<file path="src/rtl/uart_pkg.sv">
// Shared types and encodings for the UART TX path (and a future RX block).
package uart_pkg;

  typedef enum logic [2:0] {
    IDLE,
    START,
    DATA,
    PARITY,
    STOP
  } tx_state_e;

  localparam logic [1:0] PAR_NONE = 2'b00;
  localparam logic [1:0] PAR_ODD  = 2'b01;
  localparam logic [1:0] PAR_EVEN = 2'b10;
  localparam logic [1:0] PAR_9BIT = 2'b11;

  localparam logic [1:0] DLEN_5 = 2'b00;
  localparam logic [1:0] DLEN_6 = 2'b01;
  localparam logic [1:0] DLEN_7 = 2'b10;
  localparam logic [1:0] DLEN_8 = 2'b11;

  localparam int unsigned MIN_DIV = 3;
  localparam int unsigned LEN_W   = 4;

  // Data bits per frame; 9 only for a 9-bit build in no-parity/9-bit mode, clamped to data_w.
  function automatic logic [LEN_W-1:0] frame_len(input logic [1:0]   dl,
                                                 input logic [1:0]   pm,
                                                 input int unsigned  data_w);
    logic [LEN_W-1:0] n;
    n = LEN_W'(5) + LEN_W'(dl);
    if (data_w == 9 && dl == DLEN_8 && pm == PAR_9BIT) n = LEN_W'(9);
    if (n > LEN_W'(data_w)) n = LEN_W'(data_w);
    return n;
  endfunction

endpackage

</file>
<file path="src/rtl/uart_sync_fifo.sv">
// Single-clock show-ahead FIFO with synchronous flush; shared by UART TX/RX paths.
module uart_sync_fifo #(
  parameter int unsigned WIDTH = 8,
  parameter int unsigned DEPTH = 16
) (
  input  logic                     clk,
  input  logic                     rst_n,
  input  logic                     push,
  input  logic                     pop,
  input  logic                     flush,
  input  logic [WIDTH-1:0]         wdata,
  output logic [WIDTH-1:0]         rdata,
  output logic [$clog2(DEPTH):0]   level,
  output logic                     full,
  output logic                     empty
);

  localparam int unsigned AW = $clog2(DEPTH);
  localparam int unsigned LW = AW + 1;

  logic [WIDTH-1:0] mem_q [DEPTH];
  logic [AW-1:0]    wr_ptr_q, wr_ptr_d, rd_ptr_q, rd_ptr_d;
  logic [LW-1:0]    level_q, level_d;
  logic             full_q, empty_q;
  logic             push_ok, pop_ok;

  // Flush wins over any simultaneous push or pop.
  assign push_ok = push && !full_q && !flush;
  assign pop_ok  = pop && !empty_q && !flush;

  always_comb begin
    wr_ptr_d = wr_ptr_q;
    rd_ptr_d = rd_ptr_q;
    level_d  = level_q;
    if (flush) begin
      wr_ptr_d = '0;
      rd_ptr_d = '0;
      level_d  = '0;
    end else begin
      if (push_ok) wr_ptr_d = wr_ptr_q + AW'(1);
      if (pop_ok)  rd_ptr_d = rd_ptr_q + AW'(1);
      case ({push_ok, pop_ok})
        2'b10:   level_d = level_q + LW'(1);
        2'b01:   level_d = level_q - LW'(1);
        default: level_d = level_q;
      endcase
    end
  end

  always_ff @(posedge clk or negedge rst_n) begin
    if (!rst_n) begin
      wr_ptr_q <= '0;
      rd_ptr_q <= '0;
      level_q  <= '0;
      full_q   <= 1'b0;
      empty_q  <= 1'b1;
    end else begin
      wr_ptr_q <= wr_ptr_d;
      rd_ptr_q <= rd_ptr_d;
      level_q  <= level_d;
      full_q   <= (level_d == LW'(DEPTH));
      empty_q  <= (level_d == '0);
    end
  end

  always_ff @(posedge clk) begin
    if (push_ok) mem_q[wr_ptr_q] <= wdata;
  end

  assign rdata = mem_q[rd_ptr_q];
  assign level = level_q;
  assign full  = full_q;
  assign empty = empty_q;

endmodule

</file>
<file path="src/rtl/uart_tx_fifo.sv">
// UART transmitter fed by a TX FIFO. Optional CTS flow control under macro UART_TX_CTS_EN.
module uart_tx_fifo
  import uart_pkg::*;
#(
  parameter int unsigned DATA_W     = 8,
  parameter int unsigned FIFO_DEPTH = 16,
  parameter int unsigned DIV_W      = 16
) (
  input  logic                          clk,
  input  logic                          rst_n,
`ifdef UART_TX_CTS_EN
  input  logic                          cts_n,
`endif
  input  logic [DATA_W-1:0]             s_data,
  input  logic                          s_valid,
  output logic                          s_ready,
  input  logic [DIV_W-1:0]              baud_div,
  input  logic [1:0]                    data_len,
  input  logic [1:0]                    parity_mode,
  input  logic                          stop2,
  input  logic                          flush,
  output logic                          tx,
  output logic                          busy,
  output logic [$clog2(FIFO_DEPTH):0]   fifo_level
);

  tx_state_e          state_q, state_d;
  logic [DIV_W-1:0]   cnt_q, cnt_d, div_q, div_d;
  logic [LEN_W-1:0]   bit_q, bit_d, len_q, len_d;
  logic [1:0]         pmode_q, pmode_d;
  logic               stop2_q, stop2_d;
  logic [DATA_W-1:0]  shreg_q, shreg_d;
  logic               par_q, par_d;
  logic               tx_q, tx_d;
  logic               busy_q;
  logic               load;
  logic               send_ok;
  logic [DATA_W-1:0]  fifo_rdata;
  logic               fifo_full, fifo_empty;

  function automatic logic calc_parity(input logic [DATA_W-1:0] d,
                                       input logic [LEN_W-1:0]  n,
                                       input logic              odd);
    logic p;
    p = odd;
    for (int unsigned i = 0; i < DATA_W; i++) begin
      if (LEN_W'(i) < n) p = p ^ d[i];
    end
    return p;
  endfunction

`ifdef UART_TX_CTS_EN
  logic [1:0] cts_sync_q;
  always_ff @(posedge clk or negedge rst_n) begin
    if (!rst_n) cts_sync_q <= 2'b11;
    else        cts_sync_q <= {cts_sync_q[0], cts_n};
  end
  assign send_ok = ~cts_sync_q[1];
`else
  assign send_ok = 1'b1;
`endif

  uart_sync_fifo #(
    .WIDTH (DATA_W),
    .DEPTH (FIFO_DEPTH)
  ) u_fifo (
    .clk   (clk),
    .rst_n (rst_n),
    .push  (s_valid && s_ready),
    .pop   (load),
    .flush (flush),
    .wdata (s_data),
    .rdata (fifo_rdata),
    .level (fifo_level),
    .full  (fifo_full),
    .empty (fifo_empty)
  );

  always_comb begin
    state_d = state_q;
    cnt_d   = cnt_q;
    div_d   = div_q;
    bit_d   = bit_q;
    len_d   = len_q;
    pmode_d = pmode_q;
    stop2_d = stop2_q;
    shreg_d = shreg_q;
    par_d   = par_q;
    load    = 1'b0;
    case (state_q)
      IDLE: begin
        if (!fifo_empty && send_ok) load = 1'b1;
      end
      START: begin
        if (cnt_q == '0) begin
          state_d = DATA;
          cnt_d   = div_q;
          bit_d   = '0;
        end else cnt_d = cnt_q - DIV_W'(1);
      end
      DATA: begin
        if (cnt_q == '0) begin
          cnt_d   = div_q;
          shreg_d = shreg_q >> 1;
          bit_d   = bit_q + LEN_W'(1);
          if (bit_q == len_q - LEN_W'(1)) begin
            state_d = (pmode_q == PAR_ODD || pmode_q == PAR_EVEN) ? PARITY : STOP;
            bit_d   = '0;
          end
        end else cnt_d = cnt_q - DIV_W'(1);
      end
      PARITY: begin
        if (cnt_q == '0) begin
          state_d = STOP;
          cnt_d   = div_q;
          bit_d   = '0;
        end else cnt_d = cnt_q - DIV_W'(1);
      end
      STOP: begin
        // bit_q counts stop bits so a second one can follow when stop2 is latched.
        if (cnt_q == '0) begin
          if (stop2_q && bit_q == '0) begin
            bit_d = LEN_W'(1);
            cnt_d = div_q;
          end else if (!fifo_empty && send_ok) begin
            load = 1'b1;
          end else begin
            state_d = IDLE;
          end
        end else cnt_d = cnt_q - DIV_W'(1);
      end
      default: state_d = IDLE;
    endcase

    if (load) begin
      state_d = START;
      cnt_d   = baud_div;
      div_d   = baud_div;
      len_d   = frame_len(data_len, parity_mode, DATA_W);
      pmode_d = parity_mode;
      stop2_d = stop2;
      shreg_d = fifo_rdata;
      par_d   = calc_parity(fifo_rdata, len_d, parity_mode == PAR_ODD);
      bit_d   = '0;
    end
  end

  // Line level follows the registered state, so tx trails the state by one clock.
  always_comb begin
    tx_d = 1'b1;
    case (state_q)
      START:   tx_d = 1'b0;
      DATA:    tx_d = shreg_q[0];
      PARITY:  tx_d = par_q;
      default: tx_d = 1'b1;
    endcase
  end

  always_ff @(posedge clk or negedge rst_n) begin
    if (!rst_n) begin
      state_q <= IDLE;
      cnt_q   <= '0;
      div_q   <= '0;
      bit_q   <= '0;
      len_q   <= '0;
      pmode_q <= PAR_NONE;
      stop2_q <= 1'b0;
      shreg_q <= '0;
      par_q   <= 1'b0;
      tx_q    <= 1'b1;
      busy_q  <= 1'b0;
    end else begin
      state_q <= state_d;
      cnt_q   <= cnt_d;
      div_q   <= div_d;
      bit_q   <= bit_d;
      len_q   <= len_d;
      pmode_q <= pmode_d;
      stop2_q <= stop2_d;
      shreg_q <= shreg_d;
      par_q   <= par_d;
      tx_q    <= tx_d;
      busy_q  <= (state_d != IDLE);
    end
  end

  assign tx      = tx_q;
  assign busy    = busy_q;
  assign s_ready = ~fifo_full;

  a_min_div: assert property (@(posedge clk) disable iff (!rst_n)
                              load |-> (baud_div >= DIV_W'(MIN_DIV)));

endmodule

</file>
<file path="config.mk">
export PLATFORM = sky130hd
export DESIGN_NAME = uart_tx_fifo
export DESIGN_NICKNAME = d
export VERILOG_FILES = /design/src/rtl/uart_pkg.sv /design/src/rtl/uart_sync_fifo.sv /design/src/rtl/uart_tx_fifo.sv
export SDC_FILE = /design/constraint.sdc
export NUM_CORES = 1
export LEC_CHECK = 0
export ABC_AREA = 1
export BUFFER_PORTS_ARGS = -buffer_cell sky130_fd_sc_hd__buf_4
export CORE_MARGIN = 1
export CORE_UTILIZATION = 37
export DETAILED_ROUTE_END_ITERATION = 12
export PLACE_DENSITY = 0.49
export SYNTH_ARGS = -nofsm -noshare
export SYNTH_HDL_FRONTEND = slang
export SYNTH_SLANG_ARGS = --single-unit
</file>
<file path="constraint.sdc">
create_clock -name clk -period 3.6 [get_ports clk]
set_input_delay 0.36 -clock clk [delete_from_list [all_inputs] [get_ports clk]]
set_output_delay 0.36 -clock clk [all_outputs]
set_load 0.02 [all_outputs]
</file>
==> results.toml, run 1 <==
[cts]
cts_max_level = 4
cts_tree = "done"
clk_latency_ps = 450
root_buffer = "clkbuf_16"
clk_pin_slew_ps = 90
numCtsBuffers = 17
clockBufferDepth = 2
cts_sinks = 200

[timing]
period_needed_ps = 3060
period_share_pct = 84.9
tightest_slew_ps = 903
rsz0062_at_grt = "false"
setup_viol = 0
relSlewSlack_pct = 39.6
worst_slack_ps = 545
hold_viol_final = 0
max_freq_mhz = 327
worst_clock_skew_ps = 23.0
fin_setup_tns_ps = 0
drv_slew = 0

[outcome]
status = "finished clean"

[floorplan]
core_area_um2 = 25500
chipWidth_um = 164
die_area_um2 = 26900
io_pins = 41
start_util_pct = 38.2
die_y_um = 164
row_count = 58

[place]
detailed_place_hpwl_mm = 15.2
portBuffers = 40
pre_cts_slack_ps = 351
place_congestion = 0.826

[setup_path]
path_class = "register to register"
worst-endpoint-arrival_ps = 3450
start_kind = "register"
crit_family = "simple AND/OR/NAND/NOR gates"
critical_path.slowest_cell = "dfrtp_1"
path_max_fanout = 7
slowest_delay_ps = 380
crit_chain = "inv_1 > ha_2 > nand3_2 > nor2_2 > nand2_4 > clkinv_4 > nand4_2 > nand2_2 > nand2_1 > inv_2 > ha_2 > xor2_1 > ha_1 > inv_1 > nand2_1 > nand2_1 > o21ai_1 > o21ai_0 > a21oi_1 > nand2_1 > nand2_1 > nor2_1 > nor2_1"
critical_path_required_ps = 4000
end_kind = "register"
cp_common_cell = "nand2_1"
critPathBufInv = 4

[grt]
overflow = 0
grt_max_degree = 79
grt_pass1_vias = 6825
antenna_found_initial = 0
grt_pass1_wl_mm = 38.0
grt.total_usage_pct = 18.8

[routing]
routedWlPerCell_um = 16.0
firstDrtPassIters = 5
ant_nets = 0
viasPerCell = 4.80
route.detailed.drc = 0
drt_iter0_markers = 481
wirelength_mm = 23.2
num_vias = 6976

[logic_synthesis]
syn_nets = 1116
postSynthCellCount = 1067
synth_flop_cell = "edfxtp_1"
ys_types = 48
yosys_register_bits = 200
ys_warn_count = 0
synth_edf_count = 128
ys_seq_area_share_pct = 58.1
syn_avg_cell_area_um2 = 9.11
syn-cell-area_um2 = 9720
async_flop_share_pct = 36.0

[finish]
layout-drive-gt1-share_pct = 12.0
syn2layout_area_growth_pct = 13.5
num-fill-cells = 2489
final_common_cell = "nand2_1"
antenna_cells = 0
layout.cells.most_common_list = "nand2_1, edfxtp_1, inv_1"
fin_nets = 1159

[worst_hold_path]
min_path_type = "input pin to register"

[pwr]
ir_drop_mv = 0.297
power_density_nw_per_um2 = 632
p_leak_nw = 4.78

[flow_run]
drv_cap = 0
## sequential cells by signal (all words and copies together), names as in the netlist
| name | flops |
|---|---|
| busy | 1 |
| u_fifo.level | 5 |
| len_q | 4 |
| par_q | 1 |
| shreg_q | 8 |
| u_fifo.wr_ptr_q | 4 |
| pmode_q | 2 |
| stop2_q | 1 |
| cnt_q | 16 |
| div_q | 16 |
| state_q | 3 |
| u_fifo.mem_q | 128 |
| u_fifo.rd_ptr_q | 4 |
| bit_q | 4 |
| tx | 1 |
| u_fifo.empty | 1 |
| u_fifo.full | 1 |
## synthesized netlist by cell type (3+ instances only)
cell	instances	area, µm²
buf_4	9	67.6
nor2_1	109	409
o21ai_1	16	80.1
nand3_1	74	370
clkinv_1	3	11.3
o21bai_1	3	22.5
buf_2	17	85.1
edfxtp_1	128	3840
buf_6	6	67.6
nand4_1	3	18.8
inv_1	113	424
inv_2	10	37.5
nand2_1	315	1180
a31oi_1	6	37.5
a21oi_1	24	120
nand4_2	3	37.5
o2111ai_1	3	26.3
clkbuf_1	4	15.0
xnor2_1	8	70.1
nand2_2	4	25.0
nor2_2	3	18.8
nor2_4	3	33.8
xor2_1	11	96.3
nor3_1	18	90.1
ha_1	16	200
dfrtp_1	70	1750
o21ai_0	62	310
## cell type report
class | count | area [µm²] | area share [%]
clock buffer | 17 | 425 | 3.86
timing repair buffer | 61 | 460 | 4.18
clock inverter | 15 | 235 | 2.13
tap | 330 | 413 | 3.74
inverter | 129 | 493 | 4.47
sequential | 200 | 5650 | 51.2
multi-input combinational | 701 | 3350 | 30.4
## timing repair
action / CTS / global route
setup endpoints to repair: 0 / 3
gates resized for setup: 0 / 4
hold buffers: 1 / 0
endpoints found under the hold margin: 49 / 0
setup buffers: 0 / 0
## final timing paths
path / from / to / slack, ps / depth (start not counted)
max: cnt_q[0] / u_fifo.empty / 540 / 23
min: stop2 / stop2_q / 120 / 3
max reg2reg: cnt_q[0] / u_fifo.empty / 540 / 23
min reg2reg: div_q[12] / div_q[12] / 480 / 2
max in group asynchronous: rst_n / u_fifo.empty / 2240 / 3
min in group asynchronous: rst_n / div_q[2] / 490 / 2
## worst reg2reg max path, delay by kind of cell (launching register included)
kind,cells,cell delay [ps]
compound gates,3,420
flops,1,380
simple gates,12,1000
buf+inv,4,350
fa+ha+maj,3,660
xor+xnor,1,200
## per-layer routing
metal	vias to the layer above	GRT usage (%)	part of all wire [%]
met5	-	0	0
met4	0	6.19	1.9
met3	23	3.08	3.6
met2	114	29.0	45
met1	3288	26.6	49
li1	3551	-	-
## metrics by stage
step / area [µm²] / cells / util (%) / total power, mW / hold WS, ps
finish: 11000 / 1453 / 43.3 / 6.97 / 123
global route: 11000 / 1453 / 43.3 / 7.45 / 107
CTS: 11000 / 1453 / 43.3 / 7.06 / 109
detailed placement: 10300 / 1420 / 40.6 / 4.94 / 465
global placement: 10300 / 1420 / 40.6 / 4.93 / 461
floorplan: 9720 / 1067 / - / 4.47 / 64.4
## where the power goes
group,switching [mW],internal (mW),total [mW]
registers,0.219,2.78,3.00
clock network,1.09,1.01,2.09
logic,1.22,0.654,1.87
## logic make-up (layout without fill, tap and decap cells)
group	after synthesis	after routing	share of synthesized area, %
simple gates	544	544	23.7
compound gates	122	122	6.84
xor+xnor	19	19	1.71
buf+inv	166	222	7.53
fa+ha+maj	16	16	2.06
flops	200	200	58.1
(Power assumes the default switching activity.)
==> inputs of run 2 (changes only) <==
--- a/config.mk
+++ b/config.mk
@@ -5,12 +5,12 @@
 export SDC_FILE = /design/constraint.sdc
 export NUM_CORES = 1
 export LEC_CHECK = 0
-export ABC_AREA = 1
+export ABC_AREA = 0
 export BUFFER_PORTS_ARGS = -buffer_cell sky130_fd_sc_hd__buf_4
 export CORE_MARGIN = 1
 export CORE_UTILIZATION = 37
 export DETAILED_ROUTE_END_ITERATION = 12
-export PLACE_DENSITY = 0.49
+export PLACE_DENSITY = 0.5
 export SYNTH_ARGS = -nofsm -noshare
 export SYNTH_HDL_FRONTEND = slang
 export SYNTH_SLANG_ARGS = --single-unit
==> constraint.sdc (replaced) <==
create_clock -name clk -period 3 [get_ports clk]
set_input_delay 0.3 -clock clk [delete_from_list [all_inputs] [get_ports clk]]
set_output_delay 0.3 -clock clk [all_outputs]
set_load 0.02 [all_outputs]
==> results.toml, run 2 <==
[pwr]
seq_power_share_pct = 44.6
p_clk_share_pct = 29.4
power_density_nw_per_um2 = 723
p_total_mw = 7.96
ir_drop_mv = 0.360
swShare_pct = 31.1
p_int_mw = 5.49
combPwrFrac_pct = 25.9
p_leak_nw = 4.20
p_switching_mw = 2.48

[setup_path]
end_kind = "register"
rrSetupSlack_ps = -690
rr_worst_depth = 16
path_max_fanout = 3
path_class = "register to register"
worst-endpoint-arrival_ps = 4060
r2r_end = "u_fifo.full"
critical_path_required_ps = 3370
start_kind = "register"
r2r-start = "cnt_q[5]"

[finish]
stdcell_count = 1137
layout.cells.most_common_list = "edfxtp_1, buf_4, nand2_1"
top_regs = "u_fifo.mem_q (128), cnt_q (16), div_q (16)"
multiInputGateArea_um2 = 3270
syn2layout_area_growth_pct = 21.7
largest_reg_flops = 128
final_common_cell = "edfxtp_1"
regMostFlops = "u_fifo.mem_q"
regArea_um2 = 5650
fin_nets = 854
layout-drive-gt1-share_pct = 26.0
num-fill-cells = 2099
antenna_cells = 0

[logic_synthesis]
yosys_register_bits = 200
synth_edf_count = 128
syn_nets = 742
synth_flop_cell = "edfxtp_1"
postSynthCellCount = 693
synth_area_leaders = "edfxtp_1, dfrtp_1, mux4_2"
ys_warn_count = 0
async_flop_share_pct = 36.0
yosysMostFrequentCell = "edfxtp_1"
synth_top_area_cell = "edfxtp_1"
ys_seq_area_share_pct = 62.4
synth.top_cell.area_share_pct = 42.5
syn_avg_cell_area_um2 = 13.1
ys_types = 60
netlist_top_cells_count = "edfxtp_1, nand2_1, dfrtp_1, nor2_1, mux4_2"
syn-cell-area_um2 = 9050

[timing]
worst_clock_skew_ps = 15.4
drv_slew = 0
period_needed_ps = 3690
hold_viol_final = 0
rsz0062_at_grt = "true"
worst_slack_ps = -691
period_share_pct = 123
setup_viol = 5
tightest_slew_ps = 961
max_freq_mhz = 271
relSlewSlack_pct = 35.5

[cts]
numCtsBuffers = 17
clockBufferDepth = 2
clk_pin_slew_ps = 90
cts_tree = "done"
clk_latency_ps = 440
root_buffer = "clkbuf_16"
cts_sinks = 200
hold_buffers = 0
cts_max_level = 4

[grt]
antenna_found_initial = 0
grt_pass1_wl_mm = 33.2
grt_max_degree = 73
overflow = 0
grt_pass1_vias = 6025
grt.total_usage_pct = 18.0

[routing]
firstDrtPassIters = 5
routedWlPerCell_um = 18.7
wirelength_mm = 21.3
route.detailed.drc = 0
viasPerCell = 5.15
ant_nets = 0
num_vias = 5854
drt_iter0_markers = 368

[place]
place_congestion = 0.777
dp.cells = 1096
detailed_place_hpwl_mm = 14.1
portBuffers = 40

[worst_hold_path]
min_path_type = "input pin to asynchronous set/reset pin"

[outcome]
status = "finished with violations"
violations = "setup timing"

[flow_run]
drv_cap = 0

[floorplan]
chipWidth_um = 158
io_pins = 41
row_count = 56
die_y_um = 158
core_area_um2 = 23800
start_util_pct = 38.1
die_area_um2 = 25100
==> run 2: changes by cell type in the layout (fill, tap and decap cells not counted), sizes merged, moves of 54 or more <==
cell,before,now
inv,136,27
o21ai,78,24
nand3,75,11
nand2,320,111
buf,60,125
nor2,116,57
==> run 2: worst max-delay path, cell delays in order, from the launching register on <==
cell and delay (ps):
dfrtp_1 390, or4_4 560, nor4_4 210, nand3_2 120, a2111o_1 450, nor2_4 170
ha_4 150, xor2_1 150, ha_2 220, a21oi_4 40, o21bai_1 160, a22o_1 140
a222oi_1 60, buf_4 160, or3_4 330, a21oi_4 140, and2_1 150
==> run 2: through the flow <==
| step | TNS, ps | utilization [%] | worst slack, ps | area (µm²) | hold WS [ps] |
|---|---|---|---|---|---|
| after floorplan | -3640 | - | -900 | 9100 | 4.41 |
| after global placement | -2030 | 43.1 | -607 | 10200 | 459 |
| after detailed placement | -2540 | 43.1 | -742 | 10200 | 462 |
| after CTS | -2110 | 46.1 | -632 | 11000 | 46.2 |
| after global routing | -3030 | 46.4 | -844 | 11000 | 47.6 |
| final | -2300 | 46.4 | -691 | 11000 | 2.75 |
==> run 2: cell families (layout without fill, tap and decap cells) <==
group                    count (synthesis)  count (layout)  synth area share [%]
AND/OR/NAND/NOR                        238             238                  12.0
flip-flops                             200             200                  62.4
AO/OA/AOI/OAI                          108             108                  8.32
buffers and inverters                   52             177                  2.57
multiplexers                            46              46                  9.00
XOR/XNOR                                33              33                  3.50
adder cells (fa/ha/maj)                 16              16                  2.21
==> run 2: worst max path at each step <==
stage,start,to
3_3_place_gp,cnt_q[5],u_fifo.full
3_5_place_dp,cnt_q[5],u_fifo.full
4_1_cts,cnt_q[5],u_fifo.full
6_report,cnt_q[5],u_fifo.full
2_1_floorplan,cnt_q[2],u_fifo.full
5_1_grt,cnt_q[5],u_fifo.full
==> run 2: final cells by class <==
cell class / instances / area share, %
clock inverters: 14 / 1.75
flip-flops and latches: 200 / 51.3
multi-input cells: 441 / 29.7
repair buffers: 125 / 9.07
well taps: 319 / 3.62
inverters: 20 / 0.681
clock buffers: 18 / 3.90
==> run 2: power groups by stage <==
stage | sequential, mW | combinational, mW | clock, mW
2_1_floorplan | 3.62 | 1.27 | 0
3_3_place_gp | 3.60 | 2.01 | 0
3_5_place_dp | 3.61 | 2.04 | 0
4_1_cts | 3.56 | 2.07 | 2.39
5_1_grt | 3.60 | 2.31 | 2.50
6_report | 3.55 | 2.07 | 2.34
==> run 2: routing by layer <==
layer | up-vias | wire length (µm) | share of wire, % | GRT usage, %
li1 | 2779 | - | - | -
met1 | 2938 | 9460 | 44 | 22.9
met2 | 110 | 10800 | 51 | 31.3
met3 | 27 | 713 | 3.3 | 3.02
met4 | 0 | 376 | 1.8 | 5.72
met5 | - | 0 | 0 | 0
==> run 2: repair_timing <==
action	CTS	global route
endpoints found under the setup margin	6	10
pin swaps	4	5
buffers inserted	5	4
endpoints found under the hold margin	0	0
resized for setup	12	8
==> inputs of run 3 (changes only) <==
--- a/config.mk
+++ b/config.mk
@@ -8,9 +8,10 @@
 export ABC_AREA = 0
 export BUFFER_PORTS_ARGS = -buffer_cell sky130_fd_sc_hd__buf_4
 export CORE_MARGIN = 1
-export CORE_UTILIZATION = 37
+export CORE_UTILIZATION = 47
 export DETAILED_ROUTE_END_ITERATION = 12
-export PLACE_DENSITY = 0.5
+export PLACE_DENSITY = 0.61
+export REMOVE_ABC_BUFFERS = 1
 export SYNTH_ARGS = -nofsm -noshare
 export SYNTH_HDL_FRONTEND = slang
 export SYNTH_SLANG_ARGS = --single-unit
==> constraint.sdc (replaced) <==
create_clock -name clk -period 4.6 [get_ports clk]
set_input_delay 0.46 -clock clk [delete_from_list [all_inputs] [get_ports clk]]
set_output_delay 0.46 -clock clk [all_outputs]
set_load 0.02 [all_outputs]
==> results.toml, run 3 (same netlist as run 2, synthesis figures left out) <==
[finish]
largest_reg_flops = 128
syn2layout_area_growth_pct = 12.9
top_regs = "u_fifo.mem_q (128), cnt_q (16), div_q (16)"
final_common_cell = "edfxtp_1"
layout-drive-gt1-share_pct = 16.9
stdcell_area_um2 = 10200
layout.cells.most_common_list = "edfxtp_1, nand2_1, dfrtp_1"
antenna_cells = 0
regMostFlops = "u_fifo.mem_q"
fin_nets = 783

[timing]
period_share_pct = 88.5
setup_viol = 0
rsz0062_at_grt = "false"
tightest_slew_ps = 935
worst_clock_skew_ps = 17.2
fin_setup_tns_ps = 0
hold_viol_final = 0
max_freq_mhz = 246
drv_slew = 0
relSlewSlack_pct = 37.7
period_needed_ps = 4070

[grt]
use_met1_pct = 26.4
grt_pass1_vias = 5657
overflow = 0
grt.busiest_layer = "met2"
grt.total_usage_pct = 20.8
met2_usage_pct = 35.2
antenna_found_initial = 0
grt_max_degree = 73
grt_util_met3_pct = 4.38
grt_pass1_wl_mm = 30.7

[floorplan]
core_area_um2 = 18800
io_pins = 41
start_util_pct = 48.2
chipWidth_um = 141
die_y_um = 141
row_count = 50
die_area_um2 = 19800

[routing]
route.detailed.drc = 0
firstDrtPassIters = 5
routedWlPerCell_um = 19.4
ant_nets = 0
wirelength_mm = 19.1
viasPerCell = 5.72
drt_iter0_markers = 447
num_vias = 5607

[cts]
clk_latency_ps = 450
post_cts_resized = 0
cts_setup_buffers = 0
hold_buffers = 0
cts_tree = "done"
numCtsBuffers = 17
clk_pin_slew_ps = 90
cts_sinks = 200
root_buffer = "clkbuf_16"
cts_max_level = 4
clockBufferDepth = 2

[setup_path]
critical_path_required_ps = 4970
critical_path.slowest_cell = "or4_4"
path_class = "register to register"
path_max_fanout = 9
crit_chain = "or4_4 > nor4_4 > nand3_2 > a2111o_1 > nor2_1 > ha_1 > xor2_1 > ha_1 > a21oi_1 > o21bai_1 > a22o_1 > a222oi_1 > o21ai_0 > a21oi_1 > and2_1"
slowest_delay_ps = 590
start_kind = "register"
worst-endpoint-arrival_ps = 4440
end_kind = "register"
crit_family = "compound AO/OA/AOI/OAI gates"
critPathBufInv = 0

[pwr]
power_density_nw_per_um2 = 490
combPwrFrac_pct = 20.9
p_switching_mw = 1.55
p_leak_nw = 3.82
seq_power_share_pct = 47.8
swShare_pct = 31.0
p_int_mw = 3.45
ir_drop_mv = 0.321
p_clk_share_pct = 31.3

[place]
place_congestion = 0.840
detailed_place_hpwl_mm = 12.6
dpl-instance-area_um2 = 9590
portBuffers = 40

[outcome]
status = "finished clean"

[flow_run]
drv_cap = 0

[worst_hold_path]
min_path_type = "input pin to asynchronous set/reset pin"
-- run 3: changes by cell type in the layout (fill, tap and decap cells not counted), sizes merged --
cell / previous run / this run
bufinv: 0 / 1
buf: 125 / 54
inv: 27 / 29
clkinv: 7 / 4
-- run 3: worst register-to-register path: stages (launching register included) --
cell and delay [ps]:
dfrtp_1 420, or4_4 590, nor4_4 270, nand3_2 150, a2111o_1 470, nor2_1 150, ha_1 350, xor2_1 120
ha_1 190, a21oi_1 240, o21bai_1 100, a22o_1 180, a222oi_1 270, o21ai_0 140, a21oi_1 210, and2_1 160
-- run 3: layout make-up --
cell class,count,area (µm²)
Fill cell,1549,8550
Multi-Input combinational cell,441,3170
Sequential cell,200,5650
Clock inverter,14,194
Clock buffer,18,429
Inverter,20,75.1
Timing Repair Buffer,54,405
Tap cell,234,293
-- run 3: final timing paths --
kind | from | endpoint | slack, ps | cells past startpoint
worst min register to register | div_q[4] | div_q[4] | 470 | 2
max in group asynchronous | rst_n | u_fifo.rd_ptr_q[0] | 3790 | 1
worst min-delay path | rst_n | div_q[9] | 160 | 1
min in group clk | baud_div[9] | div_q[9] | 210 | 3
worst max register to register | cnt_q[3] | u_fifo.full | 530 | 15
worst max-delay path | cnt_q[3] | u_fifo.full | 530 | 15
-- run 3: through the flow --
step | util, % | setup slack, ps | hold slack (ps) | std cells | power (mW)
after floorplan | - | 265 | 164 | 661 | 3.15
after global placement | 51.1 | 671 | 462 | 949 | 3.44
after detailed placement | 51.1 | 534 | 459 | 949 | 3.47
after CTS | 54.4 | 510 | 189 | 981 | 5.03
after global routing | 54.4 | 190 | 206 | 981 | 5.26
final | 54.4 | 529 | 158 | 981 | 5.00
-- run 3: power by group through the flow --
stage               combinational (mW)  sequential [mW]  clock, mW
floorplan                        0.760             2.39          0
global placement                  1.02             2.42          0
detailed placement                1.05             2.42          0
CTS                               1.06             2.39       1.59
global route                      1.18             2.42       1.66
finish                            1.05             2.39       1.57
-- run 3: routing by layer --
metal  routed length, µm  part of all wire (%)
met5                   0                     0
met4                 297                   1.6
met1                8500                    45
met3                 768                   4.0
met2                9490                    50
